[src/rtl/tpu_instr_recv_if.sv]
// tpu_instr_recv_if
// Bundles the MPU dispatch stream, the sequencer instruction/end handshake
// and the commit request of tpu_instr_recv into one interface.
//   slave  : the receiver side (tpu_instr_recv)
//   master : the environment driving the dispatch and sequencer inputs
interface tpu_instr_recv_if #(
  parameter int WIDTH_INSTR = 32,
  parameter int WIDTH_ISSUE = 4,
  parameter int DEPTH       = 16
);
  localparam int CW = $clog2(DEPTH) + 1;

  logic                   I_Req;
  logic [WIDTH_INSTR-1:0] I_Instr;
  logic [WIDTH_ISSUE-1:0] I_IssueNo;
  logic                   O_Busy;
  logic                   O_Req_Instr;
  logic [WIDTH_INSTR-1:0] O_Instr;
  logic                   I_Ack_Instr;
  logic                   I_End_Exe;
  logic                   O_Req_Commit;
  logic [WIDTH_ISSUE-1:0] O_CommitNo;
  logic [CW-1:0]          O_Count;
  logic                   O_Error;

  modport slave (
    input  I_Req, I_Instr, I_IssueNo, I_Ack_Instr, I_End_Exe,
    output O_Busy, O_Req_Instr, O_Instr, O_Req_Commit, O_CommitNo,
           O_Count, O_Error
  );

  modport master (
    output I_Req, I_Instr, I_IssueNo, I_Ack_Instr, I_End_Exe,
    input  O_Busy, O_Req_Instr, O_Instr, O_Req_Commit, O_CommitNo,
           O_Count, O_Error
  );
endinterface

[src/rtl/tpu_instr_recv.sv]
// tpu_instr_recv
// Receives one thread of instructions from the MPU dispatch stream into a
// FIFO, hands them to the sequencer, waits for the end of execution and
// then issues a single-cycle commit request carrying the thread issue number.
// Ports:
//   clock : single rising-edge clock
//   reset : synchronous active-low reset
//   bus   : tpu_instr_recv_if.slave (dispatch in, FIFO out, end/commit, status)
module tpu_instr_recv #(
  parameter int WIDTH_INSTR = 32,
  parameter int WIDTH_ISSUE = 4,
  parameter int DEPTH       = 16
) (
  input  logic              clock,
  input  logic              reset,
  tpu_instr_recv_if.slave   bus
);
  localparam int AW = $clog2(DEPTH);
  localparam int CW = AW + 1;

  typedef enum logic [1:0] {
    IDLE   = 2'd0,
    RECV   = 2'd1,
    EXEC   = 2'd2,
    COMMIT = 2'd3
  } state_t;

  state_t                 state_r;
  state_t                 state_next_s;
  logic [WIDTH_INSTR-1:0] mem_r [DEPTH];
  logic [AW-1:0]          wr_ptr_r;
  logic [AW-1:0]          rd_ptr_r;
  logic [CW-1:0]          count_r;
  logic [WIDTH_ISSUE-1:0] issue_r;
  logic [WIDTH_ISSUE-1:0] commit_no_r;
  logic                   end_seen_r;
  logic                   busy_r;
  logic                   req_commit_r;
  logic                   error_r;

  logic                   accepting_s;
  logic                   full_s;
  logic                   pop_s;
  logic                   wr_en_s;
  logic                   err_set_s;
  logic                   empty_after_pop_s;
  logic                   latch_issue_s;

  // FIFO control and error detection.
  always_comb begin
    accepting_s       = (state_r == IDLE) || (state_r == RECV);
    full_s            = (count_r == CW'(DEPTH));
    pop_s             = bus.I_Ack_Instr && (count_r != {CW{1'b0}});
    // A full FIFO still takes a word when the head leaves in the same cycle.
    wr_en_s           = bus.I_Req && accepting_s && (!full_s || pop_s);
    err_set_s         = bus.I_Req && !wr_en_s;
    // No writes are accepted in EXEC, so only the pop matters here.
    empty_after_pop_s = ((count_r - CW'(pop_s)) == {CW{1'b0}});
  end

  // Next-state decision.
  always_comb begin
    state_next_s  = state_r;
    latch_issue_s = 1'b0;
    case (state_r)
      IDLE: begin
        if (bus.I_Req) begin
          state_next_s  = RECV;
          latch_issue_s = 1'b1;
        end else begin
          state_next_s  = IDLE;
        end
      end
      RECV: begin
        if (bus.I_Req) begin
          state_next_s = RECV;
        end else begin
          state_next_s = EXEC;
        end
      end
      EXEC: begin
        if ((end_seen_r || bus.I_End_Exe) && empty_after_pop_s) begin
          state_next_s = COMMIT;
        end else begin
          state_next_s = EXEC;
        end
      end
      COMMIT:  state_next_s = IDLE;
      default: state_next_s = IDLE;
    endcase
  end

  // State, pointers, thread bookkeeping and registered outputs.
  always_ff @(posedge clock) begin
    if (!reset) begin
      state_r      <= IDLE;
      wr_ptr_r     <= {AW{1'b0}};
      rd_ptr_r     <= {AW{1'b0}};
      count_r      <= {CW{1'b0}};
      issue_r      <= {WIDTH_ISSUE{1'b0}};
      commit_no_r  <= {WIDTH_ISSUE{1'b0}};
      end_seen_r   <= 1'b0;
      busy_r       <= 1'b0;
      req_commit_r <= 1'b0;
      error_r      <= 1'b0;
    end else begin
      state_r  <= state_next_s;
      wr_ptr_r <= wr_en_s ? (wr_ptr_r + AW'(1)) : wr_ptr_r;
      rd_ptr_r <= pop_s   ? (rd_ptr_r + AW'(1)) : rd_ptr_r;
      count_r  <= count_r + CW'(wr_en_s) - CW'(pop_s);
      issue_r  <= latch_issue_s ? bus.I_IssueNo : issue_r;
      if (state_next_s == IDLE) begin
        end_seen_r <= 1'b0;
      end else if (bus.I_End_Exe && ((state_r == RECV) || (state_r == EXEC))) begin
        end_seen_r <= 1'b1;
      end else begin
        end_seen_r <= end_seen_r;
      end
      // Outputs are registered from the next state so they line up with state_r.
      busy_r       <= (state_next_s != IDLE);
      req_commit_r <= (state_next_s == COMMIT);
      commit_no_r  <= (state_next_s == COMMIT) ? issue_r : {WIDTH_ISSUE{1'b0}};
      error_r      <= error_r || err_set_s;
    end
  end

  // FIFO storage; contents are don't-care after reset.
  always_ff @(posedge clock) begin
    if (wr_en_s) begin
      mem_r[wr_ptr_r] <= bus.I_Instr;
    end
  end

  assign bus.O_Busy       = busy_r;
  assign bus.O_Req_Instr  = (count_r != {CW{1'b0}});
  assign bus.O_Instr      = mem_r[rd_ptr_r];
  assign bus.O_Count      = count_r;
  assign bus.O_Req_Commit = req_commit_r;
  assign bus.O_CommitNo   = commit_no_r;
  assign bus.O_Error      = error_r;
endmodule
[src/flat_wrapper.sv]
// flat-port wrapper written by rule: the top's interface ports become plain ports
module tpu_instr_recv_flat 
#(
  parameter int WIDTH_INSTR = 32,
  parameter int WIDTH_ISSUE = 4,
  parameter int DEPTH       = 16
)
  (clock, reset, bus_I_Req, bus_I_Instr, bus_I_IssueNo, bus_I_Ack_Instr, bus_I_End_Exe, bus_O_Busy, bus_O_Req_Instr, bus_O_Instr, bus_O_Req_Commit, bus_O_CommitNo, bus_O_Count, bus_O_Error);
  tpu_instr_recv_if #(.WIDTH_INSTR(WIDTH_INSTR), .WIDTH_ISSUE(WIDTH_ISSUE), .DEPTH(DEPTH)) bus_i ();
  input  logic clock;
  input  logic reset;
  input wire logic [$bits(bus_i.I_Req)-1:0] bus_I_Req;
  input wire logic [$bits(bus_i.I_Instr)-1:0] bus_I_Instr;
  input wire logic [$bits(bus_i.I_IssueNo)-1:0] bus_I_IssueNo;
  input wire logic [$bits(bus_i.I_Ack_Instr)-1:0] bus_I_Ack_Instr;
  input wire logic [$bits(bus_i.I_End_Exe)-1:0] bus_I_End_Exe;
  output wire logic [$bits(bus_i.O_Busy)-1:0] bus_O_Busy;
  output wire logic [$bits(bus_i.O_Req_Instr)-1:0] bus_O_Req_Instr;
  output wire logic [$bits(bus_i.O_Instr)-1:0] bus_O_Instr;
  output wire logic [$bits(bus_i.O_Req_Commit)-1:0] bus_O_Req_Commit;
  output wire logic [$bits(bus_i.O_CommitNo)-1:0] bus_O_CommitNo;
  output wire logic [$bits(bus_i.O_Count)-1:0] bus_O_Count;
  output wire logic [$bits(bus_i.O_Error)-1:0] bus_O_Error;
  assign bus_i.I_Req = bus_I_Req;
  assign bus_i.I_Instr = bus_I_Instr;
  assign bus_i.I_IssueNo = bus_I_IssueNo;
  assign bus_i.I_Ack_Instr = bus_I_Ack_Instr;
  assign bus_i.I_End_Exe = bus_I_End_Exe;
  assign bus_O_Busy = bus_i.O_Busy;
  assign bus_O_Req_Instr = bus_i.O_Req_Instr;
  assign bus_O_Instr = bus_i.O_Instr;
  assign bus_O_Req_Commit = bus_i.O_Req_Commit;
  assign bus_O_CommitNo = bus_i.O_CommitNo;
  assign bus_O_Count = bus_i.O_Count;
  assign bus_O_Error = bus_i.O_Error;
  tpu_instr_recv #(.WIDTH_INSTR(WIDTH_INSTR), .WIDTH_ISSUE(WIDTH_ISSUE), .DEPTH(DEPTH)) u_core (.clock(clock), .reset(reset), .bus(bus_i));
endmodule
[config.mk]
export PLATFORM = sky130hd
export DESIGN_NAME = tpu_instr_recv_flat
export DESIGN_NICKNAME = d
export VERILOG_FILES = /design/src/rtl/tpu_instr_recv_if.sv /design/src/rtl/tpu_instr_recv.sv /design/src/flat_wrapper.sv
export SDC_FILE = /design/constraint.sdc
export NUM_CORES = 1
export LEC_CHECK = 0
export ABC_CLOCK_PERIOD_IN_PS = 3700
export CAP_MARGIN = 40
export CORE_MARGIN = 4
export CORE_UTILIZATION = 54
export CTS_CLUSTER_SIZE = 30
export DETAILED_ROUTE_END_ITERATION = 10
export GPL_TIMING_DRIVEN = 0
export HOLD_SLACK_MARGIN = 0.1
export PLACE_DENSITY = 0.75
export SETUP_SLACK_MARGIN = 0.15
export SLEW_MARGIN = 20
export SYNTH_ARGS = -nofsm -noshare
export SYNTH_HDL_FRONTEND = slang
export SYNTH_SLANG_ARGS = --single-unit
[constraint.sdc]
create_clock -name clock -period 3.7 [get_ports clock]
set_clock_uncertainty 0.05 [all_clocks]
set_input_delay 0.37 -clock clock [delete_from_list [all_inputs] [get_ports clock]]
set_output_delay 0.37 -clock clock [all_outputs]
set_load 0.005 [all_outputs]
== Yosys cells after proc, flatten, opt, wreduce, memory -nomap -nowiden ==
Memories as Yosys holds them, arrays and structs flattened. A register that Yosys moved wholly into a read port is not among the register bits.
Index checks and enable logic that the tools add are counted.

* $add $sub $neg: 5
* Magnitude comparators: 0
* Multipliers: 0
* Div/mod/pow operators: 0
* Reduce and logical (&&, ||, !) cells: 20
* Multiplexer cells: 10
* Equality and inequality tests: 5
* Bitwise operators: 1
* Shift operators: 0

{| class="wikitable"
|+ Operators with widths
! operator !! count
|-
| $sub 5x1->5 || 2
|-
| $add 4x1->4 const B || 2
|-
| $mux 4 || 2
|-
| $pmux 2 s4 || 1
|-
| $eq 2x2->1 const B || 3
|-
| $logic_and 1x1->1 || 6
|-
| $mux 1 || 6
|-
| $add 5x1->5 || 1
|-
| $eq 5x5->1 const B || 1
|-
| $logic_not 5->1 || 1
|-
| $logic_or 1x1->1 || 5
|-
| $reduce_bool 5->1 || 1
|-
| $logic_not 2->1 || 2
|-
| $eq 2x1->1 const B || 1
|-
| $logic_not 1->1 || 2
|-
| $mux 2 || 1
|-
| $reduce_and 2->1 || 1
|-
| $reduce_bool 2->1 || 1
|-
| $reduce_or 2->1 || 1
|-
| $not 1->1 || 1
|}

* Bits of input ports: 41
* Memories: 1
* Memory bits (read-only): 0
* Output and inout port bits: 45
* Bits in registers: 27
* Bits in latches: 0
* Logic and storage cells: 52
* Bits in writable memories: 512

{| class="wikitable"
|+ Memories
! name !! words !! bits a word !! read ports !! clocked after memory_dff !! wr ports !! RTL line !! RTL
|-
| u_core.mem_r || 16 || 32 || 1 || 1 || 1 || tpu_instr_recv.sv:30 || <nowiki>logic [WIDTH_INSTR-1:0] mem_r [DEPTH];</nowiki>
|}

== Logic depth before layout (Yosys ltp) ==
* Depth after elaboration: 9
* Depth in mapped cells: 15
* Gate-level depth less buffers: 14

== Least setup slack after synthesis ==
OpenSTA, ideal clock, no wires.

* Path kind: register to register
* Start: reg u_core.count_r[2] (netlist: u_core.bus.O_Count[2])
* End: mem u_core.mem_r[3][0], enable pin
* Path buffers: 0
* Cell stages (with the launch flop): 6
* Setup slack: -0.283 ns
* Arrival time: 3.473 ns
* Clock period less this slack: 3.983 ns
* Path through: dfxtp_1 > inv_1 > ha_1 > a41oi_2 > nand2_1 > nor3_1

* Word-level cells in the longest chain between the ends: 6
* Elaborated cells between the ends (all ways): 8

{| class="wikitable"
|+ Ends and longest elaborated chain
! what !! RTL line !! RTL
|-
| start: declaration || tpu_instr_recv.sv:33 || <nowiki>logic [CW-1:0] count_r;</nowiki>
|-
| start signal: assignment || tpu_instr_recv.sv:99 || <nowiki>count_r <= {CW{1'b0}};</nowiki>
|-
| start signal: assignment || tpu_instr_recv.sv:110 || <nowiki>count_r <= count_r + CW'(wr_en_s) - CW'(pop_s);</nowiki>
|-
| $eq 5x5->1 / $reduce_bool 5->1 (equally long branches) || tpu_instr_recv.sv:52, tpu_instr_recv.sv:53 ||
|-
| $logic_not 1->1 / $logic_and 1x1->1 (equally long branches) || tpu_instr_recv.sv:55, tpu_instr_recv.sv:53 ||
|-
| $logic_or 1x1->1 * || tpu_instr_recv.sv:55 || <nowiki>wr_en_s = bus.I_Req && accepting_s && (!full_s || pop_s);</nowiki>
|-
| $logic_and 1x1->1 * || tpu_instr_recv.sv:55 ||
|-
| named net u_core.wr_en_s || tpu_instr_recv.sv:44 || <nowiki>logic wr_en_s;</nowiki>
|-
| $mux 1 * || tpu_instr_recv.sv:129 || <nowiki>if (wr_en_s) begin</nowiki>
|-
| $mux 1 (implied by the code) * || tpu_instr_recv.sv:130 || <nowiki>mem_r[wr_ptr_r] <= bus.I_Instr;</nowiki>
|-
| end: declaration || tpu_instr_recv.sv:30 ||
|}

Mark *: on every way through the listed nets, which the timed path passes. The rest lies on a longest branch.

==> flow_metrics.env <==
export IMPL_drv_slew=0
export IMPL_setup_ws_ns=0.206
export IMPL_stdcell_count=1677
export IMPL_synth_cell_type_count=37
export IMPL_max_slew_worst_pin_slew_ns=0.884
export IMPL_grt_usage_pct=21.6
export IMPL_finalSetupViolCount=0
export IMPL_finalHoldViolations=0
export IMPL_cp_required_ns=3.28
export IMPL_synth_area_per_cell_um2=21.5
export IMPL_cts_buffer_depth=3
export IMPL_grt_overflow=0
export IMPL_antenna_left=0
export IMPL_ys_seq_area_share_pct=77.4
export IMPL_grt_busiest_layer="met2"
export IMPL_yosys_warnings=0
export IMPL_path_max_fanout=10
export IMPL_fp_dieW_um=204
export IMPL_numCtsBuffers=53
export IMPL_crit_arrival_ns=3.07
export IMPL_leakage_uw=0.00773
export IMPL_clk_pin_slew_ns=0.06
export IMPL_antenna_found_initial=1
export IMPL_cts_setup_buffers=0
export IMPL_crit_type="flop to output pin"
export IMPL_max_cap_viol_count=0
export IMPL_wl_um=43800
export IMPL_grt_start_max_net_pins=19
export IMPL_pre_cts_ws_ns=0.372
export IMPL_hold_depth=3
export IMPL_initial_core_util_pct=54.8
export IMPL_cts_sink_count=543
export IMPL_drtIter0Drc=1067
export IMPL_grt_pass1_wl_um=66500
export IMPL_placed_area_mm2=0.0228
export IMPL_die_area_mm2=0.0414
export IMPL_cts_tree="done"
export IMPL_antennaDiodeCount=0
export IMPL_gp_congestion=0.758
export IMPL_pin_count=86
export IMPL_syn_nets=1020
export IMPL_grt_use_met1_pct=30.6
export IMPL_rows=71
export IMPL_drtPass1Iterations=5
export IMPL_nets=1182
export IMPL_post_route_period_util_pct=94.4
export IMPL_cp_start_kind="flop"
export IMPL_hpwl_um=26900
export IMPL_status="finished clean"
export IMPL_synth_cells=959
export IMPL_clk_latency_ns=0.57
export IMPL_htreeDepth=2
export IMPL_drc=0
export IMPL_cts_root_buffer="clkbuf_16"
export IMPL_ir_drop_v=0.000368
export IMPL_crit_path_end_kind="output pin"
export IMPL_tns_ns=0
export IMPL_use_met3_pct=3.70
export IMPL_max_freq_mhz=286
export IMPL_max_slew_margin_pct=41.1
export IMPL_syn_area_mm2=0.0207
export IMPL_avgViaCountPerCell=6.03
export IMPL_wl_per_cell_um=26.1
export IMPL_fin_area_mm2=0.0245
export IMPL_drive_above_1_share_pct=23.1
export IMPL_met2_usage_pct=35.1
export IMPL_hold_class="input port to flop"
export IMPL_dp_cells=1576
export IMPL_grt_pass1_vias=10600
export IMPL_portBuffers=84
export IMPL_core_mm2=0.0377
export IMPL_vias=10100
export IMPL_area_delta_synth_final_pct=18.6
export IMPL_die_y_um=204
export IMPL_r2r_cells=15
export IMPL_ys_seq_elements=543
export IMPL_power_density_mw_per_mm2=622
export IMPL_min_period_ns=3.49
export IMPL_rsz0062_at_grt="yes"
[path summary, 6_finish.rpt]
check                                                      endpoint  slack (ns)                              from
worst max-delay path                                bus_O_Instr[30]        0.21                              flop
worst min-delay path                 u_core.issue_r[0]$_SDFFE_PN0P_        0.33                  bus_I_IssueNo[0]
worst max register to register     u_core.bus.O_Count[4]$_SDFF_PN0_        0.53  u_core.bus.O_Count[2]$_SDFF_PN0_
worst min register to register  u_core.bus.O_CommitNo[3]$_SDFF_PN0_        0.38    u_core.issue_r[3]$_SDFFE_PN0P_
[layout by cell type, fill, tap and decap left out, types with 19 or more instances in the layout]
cell,n
ha_1,19
mux4_2,128
nand2_1,48
a22oi_1,64
clkbuf_16,55
edfxtp_1,512
clkdlybuf4s50_1,84
dfxtp_1,31
clkbuf_1,38
[where the power goes]
| part | switching (uW) | leakage, uW | internal, uW |
|---|---|---|---|
| Combinational | 1450 | 0.00204 | 1620 |
| Clock | 2170 | 0.000815 | 3030 |
| Sequential | 78.6 | 0.00488 | 6890 |
| Total | 3700 | 0.00773 | 11500 |
[metal layers]
metal	part of all wire (%)	routed length, um
met5	0.027	12
met4	2.8	1220
met3	7.5	3260
met2	50	21800
met1	40	17500
[registers in the layout, summed over array words and instances (netlist names), named ones only]
name / flops
u_core.bus.O_CommitNo: 4
u_core.bus.O_Error: 1
u_core.bus.O_Busy: 1
u_core.mem_r: 512
u_core.state_r: 2
u_core.rd_ptr_r: 4
u_core.end_seen_r: 1
u_core.wr_ptr_r: 4
u_core.bus.O_Count: 5
u_core.bus.O_Req_Commit: 1
u_core.issue_r: 4
[final cells by class]
class | count | area (um^2)
sequential | 543 | 16000
fill | 2462 | 13200
multi-input combinational | 355 | 4540
clock buffer | 75 | 1460
timing repair buffer | 107 | 1340
tap | 511 | 639
buffer | 49 | 250
clock inverter | 25 | 224
inverter | 12 | 45.0
[synthesized netlist by cell type, drive strengths merged]
| library cell | count | share of area (%) |
|---|---|---|
| inv | 12 | 0.22 |
| and2 | 12 | 0.38 |
| a22oi | 64 | 2.3 |
| nand4 | 2 | 0.091 |
| nor3 | 4 | 0.097 |
| a21oi | 4 | 0.097 |
| nand2 | 48 | 0.87 |
| dfxtp | 31 | 3.0 |
| buf | 19 | 0.48 |
| ha | 19 | 1.2 |
| xnor2 | 6 | 0.25 |
| clkbuf | 30 | 0.55 |
| edfxtp | 512 | 74 |
| and3b | 1 | 0.042 |
| o21ai | 4 | 0.097 |
| nor2b | 10 | 0.30 |
| nor4bb | 1 | 0.048 |
| mux4 | 128 | 14 |
| xor2 | 6 | 0.25 |
| mux2i | 1 | 0.048 |
| or3 | 1 | 0.030 |
| nor2 | 23 | 0.42 |
| a21boi | 7 | 0.25 |
| o21a | 1 | 0.036 |
| fa | 1 | 0.097 |
| o41a | 1 | 0.055 |
| or4b | 1 | 0.067 |
| nand2b | 4 | 0.12 |
| a41oi | 1 | 0.079 |
| nand3 | 4 | 0.097 |
| a21o | 1 | 0.036 |
[stage by stage]
| stage | power, uW | util, % | hold WS [ns] |
|---|---|---|---|
| 3_5_place_dp | 10200 | 60.4 | 0.378 |
| 2_1_floorplan | 9020 | - | 0.360 |
| 6_report | 15200 | 65.0 | 0.335 |
| 3_3_place_gp | 10100 | 58.8 | 0.371 |
| 5_1_grt | 15900 | 65.0 | 0.349 |
| 4_1_cts | 15300 | 65.0 | 0.312 |
[cells by family after synthesis]
group	after synthesis	synth area share [%]
xor+xnor	12	0.509
mux	129	14.0
flops	543	77.4
compound gates	83	2.98
buf+inv	61	1.25
fa+ha+maj	20	1.25
simple gates	111	2.56
[worst max-delay path: stages (launching register included)]
cell	delay, ns
dfxtp_1	0.32
clkbuf_2	0.30
buf_2	0.48
mux4_2	0.56
a22oi_1	0.21
nand2_1	0.16
clkdlybuf4s50_1	0.48
[timing repair]
item,in CTS,in global routing
gates resized for setup,14,7
setup endpoints to repair,32,31
hold endpoints to repair,1,0
hold buffers,1,0
Note: power is estimated with default switching activity, not from simulation.
